### config.mk
export PLATFORM = sky130hd
export DESIGN_NAME = disp_pixel_fetch_flat
export DESIGN_NICKNAME = d
export VERILOG_FILES = /design/src/rtl/disp_pixel_fetch_if.sv /design/src/rtl/disp_pixel_fetch.sv /design/src/flat_wrapper.sv
export SDC_FILE = /design/constraint.sdc
export NUM_CORES = 1
export LEC_CHECK = 0
export ABC_CLOCK_PERIOD_IN_PS = 6900
export CORE_AREA = 2 2 75 77
export DETAILED_ROUTE_END_ITERATION = 8
export DIE_AREA = 0 0 77 79
export PLACE_DENSITY = 0.95
export SYNTH_ARGS = -nofsm -noshare
export SYNTH_HDL_FRONTEND = slang
export SYNTH_SLANG_ARGS = --single-unit
### constraint.sdc
create_clock -name i_clk -period 6.9 [get_ports i_clk]
set_input_delay 1.38 -clock i_clk [delete_from_list [all_inputs] [get_ports i_clk]]
set_output_delay 1.38 -clock i_clk [all_outputs]
set_load 0.1 [all_outputs]
### src/rtl/disp_pixel_fetch_if.sv
// Frame-memory read port: the fetch stage drives strobe/address, the memory returns data RD_LAT cycles later.
interface disp_pixel_fetch_if #(
    parameter int AW = 12,
    parameter int DW = 24
);
    logic          rd_en;
    logic [AW-1:0] rd_addr;
    logic [DW-1:0] rd_data;

    modport master (output rd_en, output rd_addr, input rd_data);
    modport slave  (input rd_en, input rd_addr, output rd_data);
endinterface

### src/rtl/disp_pixel_fetch.sv
// disp_pixel_fetch: sync stream -> one frame-memory read per active pixel -> aligned RGB; BMP_BOTTOM_UP_EN fetches rows bottom-up.
// Latency RD_LAT+1 cycles (i_de->o_de, read->o_rgb); no backpressure, memory must accept one read per cycle.
module disp_pixel_fetch #(
    parameter int HRES   = 4,
    parameter int VRES   = 4,
    parameter int DW     = 24,
    parameter int AW     = 12,
    parameter int RD_LAT = 1
) (
    input  logic              i_clk,
    input  logic              rst_n,
    input  logic              i_hsync,
    input  logic              i_vsync,
    input  logic              i_de,
    disp_pixel_fetch_if.master mem,
    output logic              o_hsync,
    output logic              o_vsync,
    output logic              o_de,
    output logic [DW-1:0]     o_rgb,
    output logic              o_line_err
);
    localparam int CW = $clog2(HRES + 1);
    localparam int RW = $clog2(VRES + 1);
    localparam logic [CW-1:0] HRES_C  = CW'(HRES);
    localparam logic [RW-1:0] VRES_R  = RW'(VRES);
    localparam logic [RW-1:0] VLAST_R = RW'(VRES - 1);
    localparam logic [AW-1:0] HRES_A  = AW'(HRES);
`ifdef BMP_BOTTOM_UP_EN
    localparam logic [AW-1:0] BASE0 = AW'((VRES - 1) * HRES);
`else
    localparam logic [AW-1:0] BASE0 = '0;
`endif

    typedef struct packed {
        logic hs;
        logic vs;
        logic de;
        logic rd;
    } sync_t;

    logic          vsync_q, de_q;
    logic          armed_q, armed_d;
    logic          ovf_q, ovf_d;
    logic [CW-1:0] col_q, col_d;
    logic [RW-1:0] row_q, row_d;
    logic [AW-1:0] base_q, base_d;
    logic [AW-1:0] addr_q, addr_d;
    logic          line_err_q, line_err_d;
    sync_t [RD_LAT-1:0] pipe_q;
    sync_t         out_q, stage_in;
    logic [DW-1:0] rgb_q;

    logic vs_rise, de_fall, rd_en;

    assign vs_rise = i_vsync & ~vsync_q;
    assign de_fall = de_q & ~i_de;
    assign rd_en   = i_de & armed_q & (col_q < HRES_C) & (row_q < VRES_R);

    // ovf marks a line that kept i_de high past HRES; col alone saturates and cannot show it.
    always_comb begin
        armed_d    = armed_q;
        ovf_d      = ovf_q;
        col_d      = col_q;
        row_d      = row_q;
        base_d     = base_q;
        line_err_d = 1'b0;
        if (vs_rise) begin
            armed_d = 1'b1;
            ovf_d   = 1'b0;
            col_d   = '0;
            row_d   = '0;
            base_d  = BASE0;
        end else if (armed_q) begin
            if (rd_en) begin
                col_d = col_q + 1'b1;
            end else if (i_de) begin
                ovf_d = 1'b1;
            end
            if (de_fall) begin
                line_err_d = ovf_q | (col_q != HRES_C) | (row_q >= VRES_R);
                col_d      = '0;
                ovf_d      = 1'b0;
                if (row_q < VRES_R) begin
                    row_d = row_q + 1'b1;
                end
                // Only step the base while another active line follows, so it never wraps.
                if (row_q < VLAST_R) begin
`ifdef BMP_BOTTOM_UP_EN
                    base_d = base_q - HRES_A;
`else
                    base_d = base_q + HRES_A;
`endif
                end
            end
        end
        addr_d = base_d + AW'(col_d);
    end

    always_comb begin
        stage_in    = '0;
        stage_in.hs = i_hsync;
        stage_in.vs = i_vsync;
        stage_in.de = i_de & armed_q;
        stage_in.rd = rd_en;
    end

    always_ff @(posedge i_clk or negedge rst_n) begin
        if (!rst_n) begin
            vsync_q    <= 1'b0;
            de_q       <= 1'b0;
            armed_q    <= 1'b0;
            ovf_q      <= 1'b0;
            col_q      <= '0;
            row_q      <= '0;
            base_q     <= BASE0;
            addr_q     <= BASE0;
            line_err_q <= 1'b0;
            pipe_q     <= '0;
            out_q      <= '0;
            rgb_q      <= '0;
        end else begin
            vsync_q    <= i_vsync;
            de_q       <= i_de;
            armed_q    <= armed_d;
            ovf_q      <= ovf_d;
            col_q      <= col_d;
            row_q      <= row_d;
            base_q     <= base_d;
            addr_q     <= addr_d;
            line_err_q <= line_err_d;
            pipe_q[0]  <= stage_in;
            for (int i = 1; i < RD_LAT; i++) begin
                pipe_q[i] <= pipe_q[i-1];
            end
            out_q <= pipe_q[RD_LAT-1];
            rgb_q <= pipe_q[RD_LAT-1].rd ? mem.rd_data : '0;
        end
    end

    assign mem.rd_en   = rd_en;
    assign mem.rd_addr = addr_q;
    assign o_hsync     = out_q.hs;
    assign o_vsync     = out_q.vs;
    assign o_de        = out_q.de;
    assign o_rgb       = rgb_q;
    assign o_line_err  = line_err_q;
endmodule

### src/flat_wrapper.sv
// flat-port wrapper written by rule: the top's interface ports become plain ports
module disp_pixel_fetch_flat 
#(
    parameter int HRES   = 4,
    parameter int VRES   = 4,
    parameter int DW     = 24,
    parameter int AW     = 12,
    parameter int RD_LAT = 1
)
  (i_clk, rst_n, i_hsync, i_vsync, i_de, o_hsync, o_vsync, o_de, o_rgb, o_line_err, mem_rd_en, mem_rd_addr, mem_rd_data);
  disp_pixel_fetch_if #(.AW(AW), .DW(DW)) mem_i ();
  input  logic i_clk;
  input  logic rst_n;
  input  logic i_hsync;
  input  logic i_vsync;
  input  logic i_de;
  output logic o_hsync;
  output logic o_vsync;
  output logic o_de;
  output logic [DW-1:0] o_rgb;
  output logic o_line_err;
  output wire logic [$bits(mem_i.rd_en)-1:0] mem_rd_en;
  output wire logic [$bits(mem_i.rd_addr)-1:0] mem_rd_addr;
  input wire logic [$bits(mem_i.rd_data)-1:0] mem_rd_data;
  assign mem_rd_en = mem_i.rd_en;
  assign mem_rd_addr = mem_i.rd_addr;
  assign mem_i.rd_data = mem_rd_data;
  disp_pixel_fetch #(.HRES(HRES), .VRES(VRES), .DW(DW), .AW(AW), .RD_LAT(RD_LAT)) u_core (.i_clk(i_clk), .rst_n(rst_n), .i_hsync(i_hsync), .i_vsync(i_vsync), .i_de(i_de), .mem(mem_i), .o_hsync(o_hsync), .o_vsync(o_vsync), .o_de(o_de), .o_rgb(o_rgb), .o_line_err(o_line_err));
endmodule
# ---- Yosys cells after proc, flatten, opt, wreduce, memory -nomap -nowiden
# Index checks and enable logic that the tools add are counted.
dict set report totals {
  ramBits 0
  in_bits 29
  romBits 0
  register_bits 65
  latch_bits 0
  memories 0
  output_inout_bits 41
  word_cells 62
}
dict set report op_classes {
  n_reduce_logical 6
  n_shift 0
  n_mux 21
  bitwise_logic 9
  n_lt_le_gt_ge 4
  n_mul 0
  div_mod_pow 0
  n_eq_ne 2
  add_sub_neg 4
}
# cell count
set ops {}
lappend ops {{$mux W12} 4}
lappend ops {{$mux W24} 1}
lappend ops {{$mux W3} 8}
lappend ops {{$add A12 B3 Y12} 1}
lappend ops {{$add A12 B3 Y12 const B} 1}
lappend ops {{$mux W1} 8}
lappend ops {{$add A3 B1 Y3 const B} 2}
lappend ops {{$lt A3 B3 Y1 const B} 2}
lappend ops {{$reduce_and A3 Y1} 2}
lappend ops {{$reduce_bool A2 Y1} 3}
lappend ops {{$and A1 B1 Y1} 5}
lappend ops {{$ge A3 B3 Y1 const B} 1}
lappend ops {{$lt A3 B2 Y1 const B} 1}
lappend ops {{$ne A3 B1 Y1 const B} 1}
lappend ops {{$ne A3 B3 Y1 const B} 1}
lappend ops {{$reduce_bool A3 Y1} 1}
lappend ops {{$not A1 Y1} 2}
lappend ops {{$or A1 B1 Y1} 2}

# ---- Depth between registers and ports, before layout
dict set report logic_depth {
  word_depth 8
  mapped_depth 12
  mapped_depth_nobuf 12
}

# ---- Worst setup path before layout
# OpenSTA, ideal clock, no wires.
dict set report synth_timing {
  path_kind {input -> register}
  start {in i_de}
  end {reg u_core.addr_q[10] (netlist: u_core.mem.rd_addr[10])}
  cell_stages 11
  required_ns 6.771
  setup_slack_ns 1.422
  path_buffers 0
  setup_time_ns 0.129
  arrival_ns 5.350
  cell_sequence {nand2_1 nor3_1 nand3b_1 a21oi_1 inv_1 fa_1 inv_1 a21oi_1 a21oi_1 nand4_1 xnor2_1}
}
dict set report synth_between {
  elab_chain_len 8
  elab_cells_between_ends 13
  classes_between {add/sub: 1; mux: 7; bitwise: 5}
}
# element line_no
set synth_rtl {}
lappend synth_rtl {{start, declared} flat_wrapper.sv:16} ;# input logic i_de;
lappend synth_rtl {{$and A1 B1 Y1 (3 in a row)} disp_pixel_fetch.sv:57} ;# assign rd_en = i_de & armed_q & (col_q < HRES_C) & (row_q < VRES_R);
lappend synth_rtl {{named net mem_rd_en} flat_wrapper.sv:22} ;# output wire logic [$bits(mem_i.rd_en)-1:0] mem_rd_en;
lappend synth_rtl {{$mux W3} disp_pixel_fetch.sv:74} ;# if (rd_en) begin
lappend synth_rtl {{$mux W3} disp_pixel_fetch.sv:79} ;# if (de_fall) begin
lappend synth_rtl {{$mux W3} disp_pixel_fetch.sv:73} ;# end else if (armed_q) begin
lappend synth_rtl {{$mux W3} disp_pixel_fetch.sv:67} ;# if (vs_rise) begin
lappend synth_rtl {{named net u_core.col_d[1]} disp_pixel_fetch.sv:44} ;# logic [CW-1:0] col_q, col_d;
lappend synth_rtl {{$add A12 B3 Y12} disp_pixel_fetch.sv:96} ;# addr_d = base_d + AW'(col_d);
lappend synth_rtl {{named net u_core.addr_d[10]} disp_pixel_fetch.sv:47} ;# logic [AW-1:0] addr_q, addr_d;
lappend synth_rtl {{end signal, assigned} disp_pixel_fetch.sv:129} ;# addr_q <= addr_d;
lappend synth_rtl {{end, declared} disp_pixel_fetch.sv:47}
# The timed path passes the listed nets, and every way through them passes these cells.
# A chain may end at the register's enable or synchronous reset.

# ---- Final worst setup path
dict set report layout_timing {
  start {in i_de}
  end {out mem_rd_en}
}
dict set report layout_between {
  elab_chain_len 3
}
# element line_no
set layout_rtl {}
lappend layout_rtl {{$and A1 B1 Y1 (3 in a row)} disp_pixel_fetch.sv:57}
lappend layout_rtl {{end, declared} flat_wrapper.sv:22}
# Every way passes these cells.

==> Implementation_results.wiki <==
{| class="wikitable"
! Metric !! Value
|-
| Outcome || finished, final reports clean
|-
| Most area-hungry cell type in the Yosys netlist || sky130_fd_sc_hd__dfrtp_1
|-
| Post-cts gate resize count || 0
|-
| Top area cells in the synthesized netlist || sky130_fd_sc_hd__dfrtp_1 (61%), sky130_fd_sc_hd__and2_1 (6.3%), sky130_fd_sc_hd__xnor2_1 (4.3%)
|-
| Fraction of power consumed by combinational cells || just over 30%
|-
| Count of unique library cells instantiated by Yosys || 37
|-
| Critical path data arrival time || between 3000 and 4000 ps
|-
| Post-Route Setup TNS || 0 ps
|-
| Synth Cell Area || about 2700 um2
|-
| Hold Vio Cnt, Final || 0
|-
| Unrepaired setup endpoints after global routing || no
|-
| Worst vdd rail ir drop || between 200 and 250 uV
|-
| Top achievable clock speed || about 190 MHz
|-
| Count of endpoints failing setup in the final report || 0
|-
| Startpoint of the worst-slack reg-to-reg timing path || u_core.armed_q$_DFFE_PN0P_
|-
| Average vias per placed instance || a little under 5
|-
| Share of layout cells above drive strength 1 || 6.69%
|-
| GPL Wtd Cong || 0.851
|-
| Family of cells with the greatest summed delay on the critical path || buffers and inverters
|-
| CTS HTree Levels || 3
|-
| Layout net count || between 300 and 400
|-
| Worst path setup slack after routing || 1690 ps
|-
| Terminating pin of the worst hold path || u_core.o_hsync$_DFF_PN0_
|-
| Total buffers and inverters traversed by the critical path || 2
|-
| Slack of the worst reg-to-reg path || about 3800 ps
|-
| Crit end category || output port
|-
| Maximum number of pins on one net before global-route repair || 66
|-
| Headroom to the max-slew limit || about 32%
|-
| Wire length of the first global-routing pass || between 8000 and 9000 um
|-
| Sequential-to-total area share from yosys stat || 61.1%
|-
| Hold WC Path Type || reg2reg
|-
| Static leakage || about 1.6 nW
|-
| Post-synth top area share || 61.1%
|-
| Cell-internal power || around 620 uW
|-
| Avg Inst Size Synth || between 10 and 15 um2
|-
| Area of the core region || 5340 um2
|-
| Placed instance count || 357
|-
| Number of vias after detailed routing || between 1500 and 2000
|-
| CP most frequent cell || sky130_fd_sc_hd__clkdlybuf4s50_1
|-
| Number of routed nets with antenna violations || 0
|-
| Yosys synthesis warning count || 0
|-
| DR pass1 iterations || 4
|-
| Inserted Clock Buffers || 9
|-
| Peak per-stage delay on the critical path || between 1000 and 1500 ps
|-
| Antenna violations before repair || 0
|-
| Count of port buffers added during placement || 69
|-
| Ratio of total power to cell area || between 200 and 300 nW/um2
|-
| Die Wd || between 70 and 80 um
|-
| CTS tree || built
|-
| Sum of overflow across all layers after global routing || 0
|-
| Cell with the largest stage delay on the worst path || sky130_fd_sc_hd__clkdlybuf4s50_1
|-
| Via count of the first global-routing pass || about 1800
|-
| Top-level port count || 70
|-
| Drt initial violations || 90
|-
| Switching part of the total || 37.4%
|-
| GRT Overall Usage || ~19%
|-
| R2R Path End || u_core.mem.rd_addr[10]$_DFF_PN0_
|-
| Final critical-path required period || about 5200 ps
|-
| Synthesized netlist net count || 260
|-
| Gate count after technology mapping || 223
|-
| Net switching component of the power || 371 uW
|-
| Launching element type of the critical path || input pin
|-
| Crit path cell chain || clkdlybuf4s50_1, nand2_1, nor3_1, clkdlybuf4s50_1
|-
| Clock Sinks || between 60 and 70
|-
| Routed wire length || roughly 5400 um
|-
| Leading cell type by number of instances after synthesis || sky130_fd_sc_hd__dfrtp_1
|-
| Most instantiated cells after synthesis || sky130_fd_sc_hd__dfrtp_1 (65), sky130_fd_sc_hd__and2_1 (27), sky130_fd_sc_hd__nand2_1 (22), sky130_fd_sc_hd__xnor2_1 (13), sky130_fd_sc_hd__inv_1 (11)
|-
| CTS max path bufs || 2
|-
| Kind of critical path || in2out
|-
| Worst hold start || u_core.pipe_q[3]$_DFF_PN0_
|-
| HPWL after detailed placement || between 3000 and 4000 um
|-
| Async set or reset register ratio after synthesis || 100%
|-
| Later-pin clock latency in the skew report || between 300 and 400 ps
|-
| Measured slew at the worst slew-check pin || 1010 ps
|-
| Total count of max-transition violations in the final report || 0
|-
| Diodes inserted || 0
|-
| Number of remaining DRC errors || 0
|-
| Number of register bits inferred by synthesis || 65
|-
| Post-route fraction of the period consumed by the critical path || around three quarters
|-
| Pre-CTS setup slack || roughly 1700 ps
|-
| Routed wirelength normalized by instance count || about 15 um
|-
| Count of flip-flops with a built-in enable after synthesis || 0
|-
| Non-filler instance count after layout || approximately 370
|-
| Depth of the worst hold-timing path || 0
|-
| Max cap viols || 0
|-
| Std-Cell Rows || 27
|-
| Launching element of the worst setup path || i_de
|-
| Post-CTS Setup Inserts || 0
|-
| Clk_skew || 8.55 ps
|-
| Vertical die dimension || between 70 and 80 um
|-
| DIE AREA || approximately 6100 um2
|-
| Relative area change from synthesis to final layout || 33.4%
|-
| Most used DFF post-synth || sky130_fd_sc_hd__dfrtp_1
|-
| Clock root buffer master || sky130_fd_sc_hd__clkbuf_8
|-
| Clk pwr share || between 20% and 30%
|-
| Fraction of power consumed by sequential logic || roughly 44%
|-
| Clock-pin slew on the worst setup and hold paths || 60 ps
|-
| Required arrival time at the worst endpoint || 5520 ps
|-
| Critical path fanouts, max || 7
|-
| Hold-fix buffers at CTS || 0
|-
| Initial core utilization || 49.9%
|-
| Logic depth of the worst register-to-register path || 11
|}
==> stage by stage <==
stage	util (%)	total power, mW	instance area [um2]	hold WS (ps)
CTS	66.5	0.996	3550	357
global placement	63.9	0.736	3410	333
finish	66.5	0.991	3550	348
floorplan	-	0.659	2660	331
global route	66.5	1.03	3550	359
detailed placement	63.9	0.744	3410	348
==> power by group through the flow <==
stage | Combinational, mW | Clock, mW | Sequential, mW
after global routing | 0.314 | 0.274 | 0.443
after detailed placement | 0.299 | 0 | 0.445
after global placement | 0.294 | 0 | 0.442
final | 0.299 | 0.253 | 0.439
after floorplan | 0.0657 | 0 | 0.593
after CTS | 0.301 | 0.257 | 0.439
==> cell families after synthesis <==
| group | synth area share, % |
|---|---|
| DFF | 61.1 |
| buffers and inverters | 2.96 |
| and+or+nand+nor | 20.7 |
| adders and majority gates | 4.04 |
| AOI/OAI and AO/OA | 4.18 |
| muxes | 1.13 |
| xor gates and xnor gates | 5.87 |
==> cell type report <==
| cell class | count | area [um2] |
|---|---|---|
| Fill cell | 403 | 1790 |
| Tap cell | 72 | 90.1 |
| Clock buffer | 13 | 139 |
| Sequential cell | 65 | 1630 |
| Inverter | 11 | 41.3 |
| Timing Repair Buffer | 70 | 693 |
| Multi-Input combinational cell | 139 | 957 |
| Clock inverter | 1 | 5.00 |
==> layout by cell type (no fill, tap or decap) <==
cell / Yosys / final
sky130_fd_sc_hd__nor2_1: 10 / 10
sky130_fd_sc_hd__buf_2: 3 / 1
sky130_fd_sc_hd__nor4_2: 3 / 3
sky130_fd_sc_hd__nor4b_2: 1 / 1
sky130_fd_sc_hd__nand4b_1: 1 / 1
sky130_fd_sc_hd__nand3b_1: 2 / 2
sky130_fd_sc_hd__xnor2_1: 13 / 13
sky130_fd_sc_hd__clkdlybuf4s50_1: 0 / 68
sky130_fd_sc_hd__nor4bb_1: 1 / 1
sky130_fd_sc_hd__ha_1: 7 / 7
sky130_fd_sc_hd__a31oi_1: 2 / 2
sky130_fd_sc_hd__xor2_2: 1 / 1
sky130_fd_sc_hd__nand2b_1: 3 / 3
sky130_fd_sc_hd__buf_4: 1 / 1
sky130_fd_sc_hd__a21oi_1: 9 / 9
sky130_fd_sc_hd__or2_1: 1 / 1
sky130_fd_sc_hd__nand3_1: 6 / 6
sky130_fd_sc_hd__nor3_1: 4 / 4
sky130_fd_sc_hd__o21ai_0: 2 / 2
sky130_fd_sc_hd__nand4bb_1: 1 / 1
sky130_fd_sc_hd__and2_1: 27 / 27
sky130_fd_sc_hd__nor4_1: 1 / 1
sky130_fd_sc_hd__inv_1: 11 / 11
sky130_fd_sc_hd__o211ai_1: 1 / 1
sky130_fd_sc_hd__clkinv_2: 0 / 1
sky130_fd_sc_hd__nand2_1: 22 / 22
sky130_fd_sc_hd__dfrtp_1: 65 / 65
sky130_fd_sc_hd__and4bb_2: 1 / 1
sky130_fd_sc_hd__clkbuf_1: 4 / 4
sky130_fd_sc_hd__mux2i_1: 3 / 3
sky130_fd_sc_hd__o31a_1: 1 / 1
sky130_fd_sc_hd__nor2b_1: 4 / 4
sky130_fd_sc_hd__nand4_1: 4 / 4
sky130_fd_sc_hd__a21o_1: 1 / 1
sky130_fd_sc_hd__nor4_4: 1 / 1
sky130_fd_sc_hd__xor2_1: 3 / 3
sky130_fd_sc_hd__clkbuf_8: 0 / 9
sky130_fd_sc_hd__fa_1: 1 / 1
sky130_fd_sc_hd__a21boi_2: 1 / 1
sky130_fd_sc_hd__o41ai_1: 1 / 1
==> registers in the layout (all words and copies together) (netlist names) <==
name / flops
u_core.vsync_q: 1
u_core.de_q: 1
u_core.ovf_q: 1
u_core.row_q: 3
u_core.o_line_err: 1
u_core.o_rgb: 24
u_core.o_vsync: 1
u_core.o_hsync: 1
u_core.armed_q: 1
u_core.mem.rd_addr: 12
u_core.col_q: 3
u_core.base_q: 12
u_core.pipe_q: 3
u_core.o_de: 1
==> per-layer routing <==
layer  share of wire [%]  up-vias  track usage [%]
met1                  40      892             22.5
met3                 4.3        8             3.86
met2                  54       58             33.9
li1                    -      875                -
met5                   0        -                0
met4                 1.9        0             10.2
==> worst max path at each step <==
stage	end	slack, ps	depth (start not counted)
final	mem_rd_en	1690	4
after global routing	mem_rd_en	1580	4
after CTS	mem_rd_en	1700	4
after detailed placement	mem_rd_en	1680	4
after global placement	mem_rd_en	1760	4
after floorplan	u_core.mem.rd_addr[10]$_DFF_PN0_	1420	11
No activity file was read; power rests on OpenSTA's default activity.
